**src/rtl/pc_redirect_unit.sv**
```systemverilog
// Program-counter owner for the fetch stage: sequential advance, EX-stage branch/JAL redirects,
// and the IF/ID + ID/EX flush window. Optional misaligned-target trap under `MISALIGN_TRAP_EN.
module pc_redirect_unit #(
    parameter logic [31:0] RESET_VECTOR = 32'h0000_0000,
    parameter int unsigned FLUSH_CYCLES = 2,
    parameter logic [31:0] TRAP_VECTOR  = 32'h0000_0100
) (
    input  logic        clk,
    input  logic        reset_n,
    input  logic [31:0] Branch_Target,
    input  logic        Branch_Taken,
    input  logic [6:0]  Ex_Opcode,
    input  logic        Stall,
    output logic        Imem_req,
    output logic [31:0] Imem_addr,
    input  logic        Imem_ready,
    output logic [31:0] PC_out,
    output logic        Flush_IF_ID,
    output logic        Flush_ID_EX,
    output logic        Misalign_trap
);

    localparam logic [6:0] RV32_BRANCH = 7'b1100011;
    localparam logic [6:0] RV32_JAL    = 7'b1101111;
    localparam logic [2:0] FLUSH_LAST  = 3'(FLUSH_CYCLES - 1);

`ifdef MISALIGN_TRAP_EN
    localparam bit TRAP_EN = 1'b1;
`else
    localparam bit TRAP_EN = 1'b0;
`endif

    typedef enum logic [1:0] {
        RUN,
        PEND,
        FLUSH
    } state_t;

    state_t      state_q;
    logic [31:0] pc_q;
    logic [31:0] pend_target_q;
    logic [2:0]  flush_cnt_q;

    logic        redirect;
    logic        accept;
    logic [31:0] accept_target;

    function automatic logic is_misaligned(input logic [31:0] target);
        return TRAP_EN && (target[1:0] != 2'b00);
    endfunction

    // Misaligned targets either trap or have their low bits dropped.
    function automatic logic [31:0] resolve_target(input logic [31:0] target);
        return is_misaligned(target) ? TRAP_VECTOR : {target[31:2], 2'b00};
    endfunction

    assign redirect = ((Ex_Opcode == RV32_BRANCH) && Branch_Taken) || (Ex_Opcode == RV32_JAL);

    // A redirect is applied on the edge where memory accepts the request that carries it.
    assign accept        = Imem_ready && (((state_q == RUN) && redirect) || (state_q == PEND));
    assign accept_target = (state_q == PEND) ? pend_target_q : Branch_Target;

    assign Imem_req    = reset_n && !((state_q == RUN) && Stall && !redirect);
    assign Imem_addr   = pc_q;
    assign PC_out      = pc_q;
    assign Flush_IF_ID = reset_n && ((state_q != RUN) || redirect);
    assign Flush_ID_EX = Flush_IF_ID;

    always_ff @(posedge clk or negedge reset_n) begin
        if (!reset_n) begin
            state_q       <= RUN;
            pc_q          <= RESET_VECTOR;
            // NOTE: the latched target is reset too so a reset mid-PEND can never leak a stale address.
            pend_target_q <= 32'h0;
            flush_cnt_q   <= 3'd0;
        end else begin
            // NOTE: non-blocking assignments keep every register reading pre-edge values.
            if (accept) begin
                pc_q        <= resolve_target(accept_target);
                state_q     <= FLUSH;
                flush_cnt_q <= FLUSH_LAST;
            end else begin
                case (state_q)
                    RUN: begin
                        if (redirect) begin
                            pend_target_q <= Branch_Target;
                            state_q       <= PEND;
                        end else if (Imem_ready && !Stall) begin
                            pc_q <= pc_q + 32'd4;
                        end
                    end
                    PEND: begin
                        state_q <= PEND;
                    end
                    FLUSH: begin
                        if (Imem_ready) begin
                            pc_q <= pc_q + 32'd4;
                        end
                        if (flush_cnt_q == 3'd0) begin
                            state_q <= RUN;
                        end else begin
                            flush_cnt_q <= flush_cnt_q - 3'd1;
                        end
                    end
                    default: begin
                        state_q <= RUN;
                    end
                endcase
            end
        end
    end

`ifdef MISALIGN_TRAP_EN
    always_ff @(posedge clk or negedge reset_n) begin
        if (!reset_n) begin
            Misalign_trap <= 1'b0;
        end else begin
            Misalign_trap <= accept && is_misaligned(accept_target);
        end
    end
`else
    assign Misalign_trap = 1'b0;
`endif

endmodule

```
**config.mk**
```make
export PLATFORM = sky130hd
export DESIGN_NAME = pc_redirect_unit
export DESIGN_NICKNAME = d
export VERILOG_FILES = /design/src/rtl/pc_redirect_unit.sv
export SDC_FILE = /design/constraint.sdc
export NUM_CORES = 1
export LEC_CHECK = 0
export BUFFER_PORTS_ARGS = -buffer_cell sky130_fd_sc_hd__buf_2
export CAP_MARGIN = 20
export CORE_UTILIZATION = 30
export DETAILED_ROUTE_END_ITERATION = 8
export PLACE_DENSITY = 0.55
export SLEW_MARGIN = 20
export SYNTH_ARGS = -nofsm -noshare
export SYNTH_HDL_FRONTEND = slang
export SYNTH_SLANG_ARGS = --single-unit
```
**constraint.sdc**
```tcl
create_clock -name clk -period 3 [get_ports clk]
set_clock_uncertainty 0.2 [all_clocks]
set_input_delay 0.15 -clock clk [delete_from_list [all_inputs] [get_ports clk]]
set_output_delay 0.15 -clock clk [all_outputs]
set_load 0.01 [all_outputs]
```
==> metrics.md, run 1 <==
| Metric | Value |
|---|---|
| DP Cell Count | 561 |
| Register area share after synthesis | 44.1% |
| Layout cells sized above 1 | 35.2% |
| IO Port Bufs | 104 |
| Worst Setup Path Type | flip-flop to flip-flop |
| Status | completed |
| Most common library cell in the layout ignoring fill and taps | buf_2 |
| Worst Hold End | pend_target_q[24] |
| Grt peak-use layer | met2 |
| Met2 Usage GRT | 23.7% |
| Final min period | 2.46 ns |
| Register-to-register setup slack | 0.54 ns |
| P&R area growth vs syn | 28.2% |
| Reg clk slew, reported paths | 0.05 ns |
| DR vias | 2892 |
| CORE AREA | 0.0120 mm^2 |
| Worst-Margin Slew | 0.854 ns |
| TritonCTS clock tree | yes |
| GRT Overall Usage | 14.0% |
| Worst-Skew Late Latency | 0.32 ns |
| Internal power | 2.08 mW |
| Met1 Use GR | 18.0% |
| Leakage power | 2.19 nW |
| Min-Delay Path Class | flip-flop to flip-flop |
| CTS Sinks | 65 |
| Non-Filler Instances | 610 |
| DRT Wirelength | 8490 um |
| Clock Power Share | 29.2% |
| Worst hold start | pend_target_q[24] |
| Min-Delay Path Depth | 1 |
| Setup crit end kind | flip-flop |
| Total negative setup slack | 0 ns |
| Synth area leader | dfrtp_1 |
| Rows | 40 |
| Part of the cycle the worst path needs | 82.2% |
| Initial antenna violation count | 0 |
| Initial Utilization | 30.7% |
| Fin nets | 505 |
| First-pass GRT wire length | 14000 um |
| Comb power frac | 28.7% |
| R2R Path Start | state_q[0] |
| Die width | 113 um |
| CTS root buf | clkbuf_16 |
| GRT met3 Usage | 2.57% |
| Drt first pass iters | 4 |
| Die height | 113 um |
| Routed vias/inst | 4.74 |
| Seq cells post-synth | 65 |
| DRT iter0 DRCs | 75 |
| WL per Instance | 13.9 um |
| Crit start category | flip-flop |
| Placed cell area | 0.00414 mm^2 |
| CTS buffer count | 9 |
| ANT cells | 0 |
| Most frequent cells in the layout | 104 x buf_2, 65 x dfrtp_1, 33 x dlygate4sd3_1 |
| DP HPWL | 5710 um |
| Largest vdd supply drop | 0.315 mV |
| Reg-to-reg critical path endpoint | Imem_addr[24] |
| Achievable Freq | 406 MHz |
| H-tree depth | 3 |
| Worst Setup SP | state_q[0] |
| Hold Fails Final Rpt | 0 |
| Max-slew violations | 0 |
| Syn avg cell area | 10.5 um^2 |
| Final instance area | 0.00473 mm^2 |
| Clk buf depth | 2 |
| Psw | 1.05 mW |
| Slew HR | 43.1% |
| DR DRC count | 0 |
| Largest net degree at the start of global routing | 66 |
| Reg2Reg Depth | 5 |
| Total power | 3.13 mW |
| Top-area cell type share of the netlist area | 44.1% |
| Crit-path max FO | 7 |
| Maximum Capacitance Violations | 0 |
| Vias in the first global route | 2776 |
| Netlist Area Pre-Place | 0.00369 mm^2 |
| Synth Instances | 352 |
| Final hold slack | 0.303 ns |
| Yosys cell types | 40 |
| Grt ovf | 0 |
| CP arrival | 2.50 ns |
| Post-cts sizing count | 0 |
| Final Setup Violations | 0 |
| Routability cong. | 0.754 |
| Critical Path RT | 3.03 ns |
| Die area | 0.0128 mm^2 |
| Antenna-violating nets left | 0 |
| Sequential Power Share | 42.1% |
| IO Count | 112 |
| Power density cells | 662 mW/mm^2 |
| Yosys warnings | 0 |
| Sw Share | 33.7% |
| Area contributors post-synth | dfrtp_1 44%, mux2_2 9.5%, buf_4 7.3% |
| RSZ-0062 raised after global routing | no |
## worst max-delay path, stage by stage (launching register included)
cell and delay (ns):
dfrtp_1 0.48, nand2b_1 0.36, nor4_4 0.58, nand2_2 0.14, or4b_1 0.53, o211ai_1 0.09
## per-layer routing
metal	vias up	share of wire, %
met5	-	0
met4	0	0.73
met3	4	2.6
met2	63	49
met1	1401	47
li1	1424	-
## flip-flops by register name, summed over array words and instances, names as in the netlist
name,cells
flush_cnt_q,3
state_q,2
pend_target_q,30
Imem_addr,30
## what timing repair did
item,in CTS,in global routing
endpoints found under the hold margin,99,0
hold buffers,33,0
buffers inserted,0,0
## synth_stat cells, drive strengths merged
cell type	count
a211oi	28
a21boi	1
a21oi	24
a31oi	3
and2	2
and3	5
buf	41
clkbuf	12
conb	1
dfrtp	65
ha	3
inv	5
mux2	31
mux2i	4
nand2	14
nand2b	2
nand3	9
nand3b	1
nand4	14
nor2	6
nor2b	31
nor3	2
nor4	3
nor4b	4
o211ai	2
o21ai	7
o31a	1
or3	3
or3b	1
or4b	1
xnor2	5
xor2	21
## power by group through the flow
stage / combinational (mW) / sequential (mW) / clock, mW
final: 0.898 / 1.32 / 0.915
after global routing: 0.999 / 1.36 / 0.978
after CTS: 0.910 / 1.32 / 0.943
after detailed placement: 0.873 / 1.33 / 0
after global placement: 0.866 / 1.32 / 0
after floorplan: 0.627 / 1.34 / 0
## cell type report
cell class / instances / area [um^2]
Clock buffer: 12 / 236
Clock inverter: 4 / 20.0
Tap cell: 147 / 184
Sequential cell: 65 / 1630
Timing Repair Buffer: 144 / 903
Inverter: 5 / 18.8
Fill cell: 1199 / 7280
Multi-Input combinational cell: 233 / 1740
## stage by stage
stage / setup slack [ns] / utilization, %
after detailed placement: 0.502 / 34.5
final: 0.535 / 39.4
after global routing: 0.355 / 39.4
after global placement: 0.551 / 34.5
after CTS: 0.495 / 39.4
after floorplan: 0.828 / -
## kinds of logic (layout without fill, tap and decap cells)
group / count (synthesis) / after routing / share of synthesized area (%)
XOR/XNOR: 26 / 26 / 6.17
other: 1 / 5 / 0.102
AO/OA/AOI/OAI: 66 / 66 / 11.4
flip-flops: 65 / 65 / 44.1
AND/OR/NAND/NOR: 98 / 98 / 16.8
multiplexers: 35 / 35 / 10.5
buffers and inverters: 58 / 165 / 9.90
adder cells (fa/ha/maj): 3 / 3 / 1.02
## worst max path at each step
stage | endpoint | slack [ns] | cells after the start
finish | Imem_addr[24] | 0.54 | 5
global route | Imem_addr[24] | 0.36 | 5
CTS | Imem_addr[24] | 0.50 | 5
detailed placement | pend_target_q[21] | 0.50 | 6
global placement | pend_target_q[15] | 0.55 | 6
floorplan | Imem_addr[24] | 0.83 | 6
Power figures use the tool's default switching activity.
==> inputs of run 2 (changes only) <==
PLACE_DENSITY = 0.57   (was 0.55)
clock period = 2.2 ns   (was 3 ns; I/O delays follow)
==> run 2 against run 1 <==
Against the previous run: critical endpoint is now Imem_addr[31]; largest cell class unchanged; via count up 1.7%; worst hold slack worse by 0.30 ns; setup slack worse by 0.41 ns.
==> metrics.md, run 2 (synthesis results as in run 1) <==
| Metric | Value |
|---|---|
| Footprint of the multi-input gates | 0.00174 mm^2 (about the same) |
| Worst Setup Path Type | flip-flop to flip-flop (unchanged) |
| Fillers | 1202 (was 1199) |
| Leakage power | 2.29 nW (was 2.19 nW) |
| Part of the cycle the worst path needs | 94.4% (was 82.2%) |
| ANT cells | 0 (unchanged) |
| IO Port Bufs | 104 (unchanged) |
| CP arrival | 2.12 ns (was 2.50 ns) |
| Placed cell area | 0.00428 mm^2 (was 0.00414 mm^2) |
| Routed vias/inst | 4.71 (was 4.74) |
| Critical Path RT | 2.24 ns (was 3.03 ns) |
| Largest vdd supply drop | 0.595 mV (was 0.315 mV) |
| Grt ovf | 0 (unchanged) |
| H-tree depth | 3 (unchanged) |
| Routability cong. | 0.716 (was 0.754) |
| IO Count | 112 (unchanged) |
| DR vias | 2940 (was 2892) |
| Sequential Power Share | 38.0% (was 42.1%) |
| Final Setup Violations | 0 (unchanged) |
| Final instance area | 0.00491 mm^2 (was 0.00473 mm^2) |
| Rows | 40 (unchanged) |
| Clk buf depth | 2 (unchanged) |
| CTS Sinks | 65 (unchanged) |
| Vias in the first global route | 2989 (was 2776) |
| CORE AREA | 0.0120 mm^2 (unchanged) |
| Drt first pass iters | 4 (unchanged) |
| Min-Delay Path Class | primary input to asynchronous set/reset pin (was flip-flop to flip-flop) |
| Initial antenna violation count | 0 (unchanged) |
| Comb power frac | 30.9% (was 28.7%) |
| Worst-Skew Late Latency | 0.32 ns (about the same) |
| Initial Utilization | 30.7% (unchanged) |
| Slew HR | 50.8% (was 43.1%) |
| Total negative setup slack | 0 ns (unchanged) |
| TritonCTS clock tree | yes (unchanged) |
| Final min period | 2.08 ns (was 2.46 ns) |
| Die width | 113 um (unchanged) |
| CTS buffer count | 9 (unchanged) |
| First-pass GRT wire length | 14600 um (was 14000 um) |
| Crit-path max FO | 5 (was 7) |
| Hold Fails Final Rpt | 0 (unchanged) |
| Achievable Freq | 481 MHz (was 406 MHz) |
| Maximum Capacitance Violations | 0 (unchanged) |
| Power density cells | 925 mW/mm^2 (was 662 mW/mm^2) |
| Antenna-violating nets left | 0 (unchanged) |
| DRT iter0 DRCs | 181 (was 75) |
| Largest net degree at the start of global routing | 65 (was 66) |
| DRT Wirelength | 8500 um (was 8490 um) |
| GRT Overall Usage | 14.5% (was 14.0%) |
| Internal power | 3.09 mW (was 2.08 mW) |
| Most frequent cells in the layout | 104 x buf_2, 64 x dfrtp_1, 32 x dlygate4sd3_1 (was 104 x buf_2, 65 x dfrtp_1, 33 x dlygate4sd3_1) |
| Layout cells sized above 1 | 38.2% (was 35.2%) |
| DR DRC count | 0 (unchanged) |
| Worst-Margin Slew | 0.738 ns (was 0.854 ns) |
| RSZ-0062 raised after global routing | no (unchanged) |
| DP HPWL | 5960 um (was 5710 um) |
| Reg clk slew, reported paths | 0.05 ns (about the same) |
| Psw | 1.45 mW (was 1.05 mW) |
| CTS root buf | clkbuf_16 (unchanged) |
| Sw Share | 31.9% (was 33.7%) |
| Max-slew violations | 0 (unchanged) |
| Fin nets | 520 (was 505) |
| Die area | 0.0128 mm^2 (unchanged) |
| Die height | 113 um (unchanged) |
| Setup crit end kind | flip-flop (unchanged) |
| Most common library cell in the layout ignoring fill and taps | buf_2 (unchanged) |
| Status | completed (unchanged) |
| WL per Instance | 13.6 um (was 13.9 um) |
| P&R area growth vs syn | 33.0% (was 28.2%) |
| FF/Latch Area | 0.00163 mm^2 (about the same) |
| Clock Power Share | 31.1% (was 29.2%) |
| Crit start category | flip-flop (unchanged) |
-- run 2: cell count changes in the layout (fill, tap and decap cells not counted), moves of 2 or more --
cell      previous run  this run
buf_4                7        21
buf_12               0         2
clkbuf_1             3         1
clkbuf_8             0         2
clkinv_2             4         2
-- run 2: layout make-up --
cell class / count / share of cell area (%)
Multi-Input combinational cell: 233 / 35.5
Tap cell: 147 / 3.75
Inverter: 5 / 0.382
Sequential cell: 65 / 33.2
Clock buffer: 12 / 5.22
Timing Repair Buffer: 159 / 21.2
Clock inverter: 3 / 0.815
-- run 2: path summary, 6_finish.rpt --
check / slack (ns) / startpoint / end / depth (start not counted)
min in group clk: 0.07 / Ex_Opcode[4] / state_q[0] / 5
max reg2reg: 0.12 / Imem_addr[16] / Imem_addr[31] / 5
max in group asynchronous: 0.78 / reset_n / Imem_addr[5] / 3
max: 0.12 / Imem_addr[16] / Imem_addr[31] / 5
min reg2reg: 0.31 / pend_target_q[13] / pend_target_q[13] / 1
min: 0.002 / reset_n / pend_target_q[2] / 2
-- run 2: critical path: stages, from the launching register on --
cell,delay [ns]
dfrtp_1,0.42
nand4_1,0.20
nor4_4,0.39
nand4_1,0.24
or3_1,0.39
a31oi_1,0.16
-- run 2: per-stage QoR --
| step | worst slack (ns) | power, mW | util [%] | hold WS [ns] | std cells |
|---|---|---|---|---|---|
| floorplan | 0.0277 | 2.69 | - | -0.386 | 356 |
| global placement | 0.0928 | 3.08 | 35.6 | -0.194 | 576 |
| detailed placement | 0.0717 | 3.11 | 35.6 | -0.188 | 576 |
| CTS | 0.0624 | 4.60 | 40.8 | 0.00269 | 623 |
| global route | 0.00218 | 4.83 | 40.9 | 0.0207 | 624 |
| finish | 0.123 | 4.54 | 40.9 | 0.00163 | 624 |
-- run 2: timing repair --
action                                  CTS  global route
buffers inserted                          0             1
hold endpoints to repair                 57             0
resized for setup                         0             2
hold buffers                             32             0
endpoints found under the setup margin    0             8
-- run 2: power by group through the flow --
stage | Combinational, mW | Clock (mW) | Sequential (mW)
3_5_place_dp | 1.36 | 0 | 1.75
3_3_place_gp | 1.35 | 0 | 1.73
2_1_floorplan | 0.855 | 0 | 1.83
5_1_grt | 1.55 | 1.50 | 1.78
6_report | 1.40 | 1.41 | 1.73
4_1_cts | 1.41 | 1.45 | 1.73
-- run 2: metal layers --
layer  up-vias  GRT usage, %  wire (um)  share of wire (%)
met5         -             0          0                  0
met4         0          5.18        146                1.7
met3        13          2.79        320                3.8
met2        76          25.2       4190                 49
met1      1394          18.1       3850                 45
li1       1457             -          -                  -
==> inputs of run 3 (changes only) <==
REMOVE_ABC_BUFFERS = 1   (was unset)
==> run 3 against run 2 <==
Against the previous run: critical path depth grew 2; core utilization shrank 0.18 points; non-clock buffer count shrank 4; flip-flop and latch count is the same; first-iteration DRC count shrank 73%; wire length grew 3.2%; total power shrank 0.16%.
==> metrics.md, run 3 (synthesis results as in run 1) <==
| Metric | Value |
|---|---|
| Worst hold start | Ex_Opcode[4] |
| Largest vdd supply drop | 0.431 mV (was 0.595 mV) |
| Hold Fails Final Rpt | 0 (unchanged) |
| Worst-Margin Slew | 0.861 ns (was 0.738 ns) |
| Die height | 113 um (unchanged) |
| R2R Path Start | Imem_addr[2] (was Imem_addr[16]) |
| Reg clk slew, reported paths | 0.05 ns (about the same) |
| Antenna-violating nets left | 0 (unchanged) |
| DRT Wirelength | 8780 um (was 8500 um) |
| DP Cell Count | 573 (was 576) |
| GRT Overall Usage | 14.7% (was 14.5%) |
| TritonCTS clock tree | yes (unchanged) |
| Status | completed (unchanged) |
| Power density cells | 927 mW/mm^2 (was 925 mW/mm^2) |
| Initial Utilization | 30.7% (unchanged) |
| Achievable Freq | 483 MHz (was 481 MHz) |
| Final Setup Violations | 0 (unchanged) |
| Min-Delay Path Class | primary input to flip-flop (was primary input to asynchronous set/reset pin) |
| Vias in the first global route | 2920 (was 2989) |
| RSZ-0062 raised after global routing | yes (was no) |
| Crit-path max FO | 7 (was 5) |
| CTS buffer count | 9 (unchanged) |
| CTS root buf | clkbuf_16 (unchanged) |
| CP top delay family | simple AND/OR/NAND/NOR gates (unchanged) |
| Die width | 113 um (unchanged) |
| ANT cells | 0 (unchanged) |
| Worst Setup SP | Imem_ready (was Imem_addr[16]) |
| Max-slew violations | 0 (unchanged) |
| Routability cong. | 0.741 (was 0.716) |
| Drt first pass iters | 4 (unchanged) |
| IO Port Bufs | 104 (unchanged) |
| CTS Sinks | 65 (unchanged) |
| Routed vias/inst | 4.73 (was 4.71) |
| Rows | 40 (unchanged) |
| WL per Instance | 14.2 um (was 13.6 um) |
| DR vias | 2932 (was 2940) |
| DP HPWL | 5780 um (was 5960 um) |
| Total power | 4.53 mW (was 4.54 mW) |
| Final min period | 2.07 ns (was 2.08 ns) |
| H-tree depth | 3 (unchanged) |
| Critical Path RT | 2.25 ns (was 2.24 ns) |
| DRT iter0 DRCs | 48 (was 181) |
| Clk buf depth | 2 (unchanged) |
| Ordered cell list for the critical path | dlygate4sd3_1, buf_2, nand2b_1, nor4b_4, nand3_1, or3_1, a31oi_1 (was nand4_1, nor4_4, nand4_1, or3_1, a31oi_1) |
| Grt peak-use layer | met2 (unchanged) |
| DR DRC count | 0 (unchanged) |
| First-pass GRT wire length | 14600 um (about the same) |
| GRT met3 Usage | 2.73% (was 2.79%) |
| Slowest stage delay, CP | 0.54 ns (was 0.42 ns) |
| Largest net degree at the start of global routing | 66 (was 65) |
| Worst-Skew Late Latency | 0.32 ns (about the same) |
| Fin nets | 516 (was 520) |
| CP arrival | 2.12 ns (about the same) |
| CORE AREA | 0.0120 mm^2 (unchanged) |
| Maximum Capacitance Violations | 0 (unchanged) |
| Most common library cell in the layout ignoring fill and taps | buf_2 (unchanged) |
| Slew HR | 42.6% (was 50.8%) |
| Post-cts sizing count | 0 (unchanged) |
| Part of the cycle the worst path needs | 94.1% (was 94.4%) |
| Die area | 0.0128 mm^2 (unchanged) |
| IO Count | 112 (unchanged) |
| Grt ovf | 0 (unchanged) |
| Worst Setup Path Type | primary input to flip-flop (was flip-flop to flip-flop) |
| Setup crit end kind | flip-flop (unchanged) |
| Non-Filler Instances | 620 (was 624) |
| Crit start category | primary input (was flip-flop) |
| Leakage power | 2.28 nW (was 2.29 nW) |
| Met1 Use GR | 18.9% (was 18.1%) |
| Worst Path Buf+Inv | 2 (was 0) |
| P&R area growth vs syn | 32.4% (was 33.0%) |
| Most frequent cells in the layout | 104 x buf_2, 65 x dfrtp_1, 32 x dlygate4sd3_1 (was 104 x buf_2, 64 x dfrtp_1, 32 x dlygate4sd3_1) |
| Initial antenna violation count | 0 (unchanged) |
| Layout cells sized above 1 | 37.2% (was 38.2%) |
| Total negative setup slack | 0 ns (unchanged) |
| Slowest cell on crit path | dlygate4sd3_1 (was dfrtp_1) |
| Met2 Usage GRT | 24.7% (was 25.2%) |
run 3: cell count changes in the layout (fill, tap and decap cells not counted):
cell      delta
buf_4        -5
buf_12       +1
nand2b_2     -1
nand2b_1     +1
dfrtp_2      -1
dfrtp_1      +1
run 3: area by class of cell:
| class | instances | area, um^2 |
|---|---|---|
| Timing Repair Buffer | 155 | 1020 |
| Fill cell | 1197 | 7120 |
| Inverter | 5 | 18.8 |
| Tap cell | 147 | 184 |
| Sequential cell | 65 | 1630 |
| Multi-Input combinational cell | 233 | 1740 |
| Clock inverter | 3 | 40.0 |
| Clock buffer | 12 | 256 |
run 3: final timing paths:
path	to	slack, ns	depth (start not counted)
setup reg to reg	Imem_addr[24]	0.13	6
min in group asynchronous	Imem_addr[31]	0.40	3
max in group asynchronous	pend_target_q[22]	0.81	3
hold reg to reg	flush_cnt_q[1]	0.30	2
setup / recovery	Imem_addr[27]	0.13	7
hold / removal	state_q[0]	0.07	5
run 3: repair_timing:
action / 4_1_cts / 5_1_grt
buffers inserted: 0 / 0
hold buffers: 32 / 0
endpoints found under the setup margin: 0 / 5
hold endpoints to repair: 114 / 0
run 3: power by group:
part	internal [mW]	switching, mW	total (mW)
Combinational	0.669	0.687	1.36
Sequential	1.47	0.271	1.74
Clock	0.929	0.509	1.44
run 3: worst min-delay path: cells and delay by family:
kind / cells / cell delay (ns)
AND/OR/NAND/NOR: 2 / 0.18
buffers and inverters: 2 / 0.23
AO/OA/AOI/OAI: 1 / 0.04
run 3: per-stage QoR:
| stage | area (um^2) | setup WS [ns] | hold slack, ns | utilization [%] |
|---|---|---|---|---|
| 4_1_cts | 4890 | 0.0471 | 0.0640 | 40.7 |
| 3_3_place_gp | 4270 | 0.118 | 0.154 | 35.6 |
| 5_1_grt | 4890 | -0.0188 | 0.108 | 40.7 |
| 2_1_floorplan | 3360 | -1.22 | -0.386 | - |
| 3_5_place_dp | 4270 | 0.0556 | 0.157 | 35.6 |
| 6_report | 4890 | 0.130 | 0.0728 | 40.7 |
run 3: routing by layer:
layer  routed length [um]  vias to the layer above
met5                    0                        -
met4                  121                        0
met3                  295                       11
met2                 4310                       68
met1                 4050                     1406
li1                     -                     1447
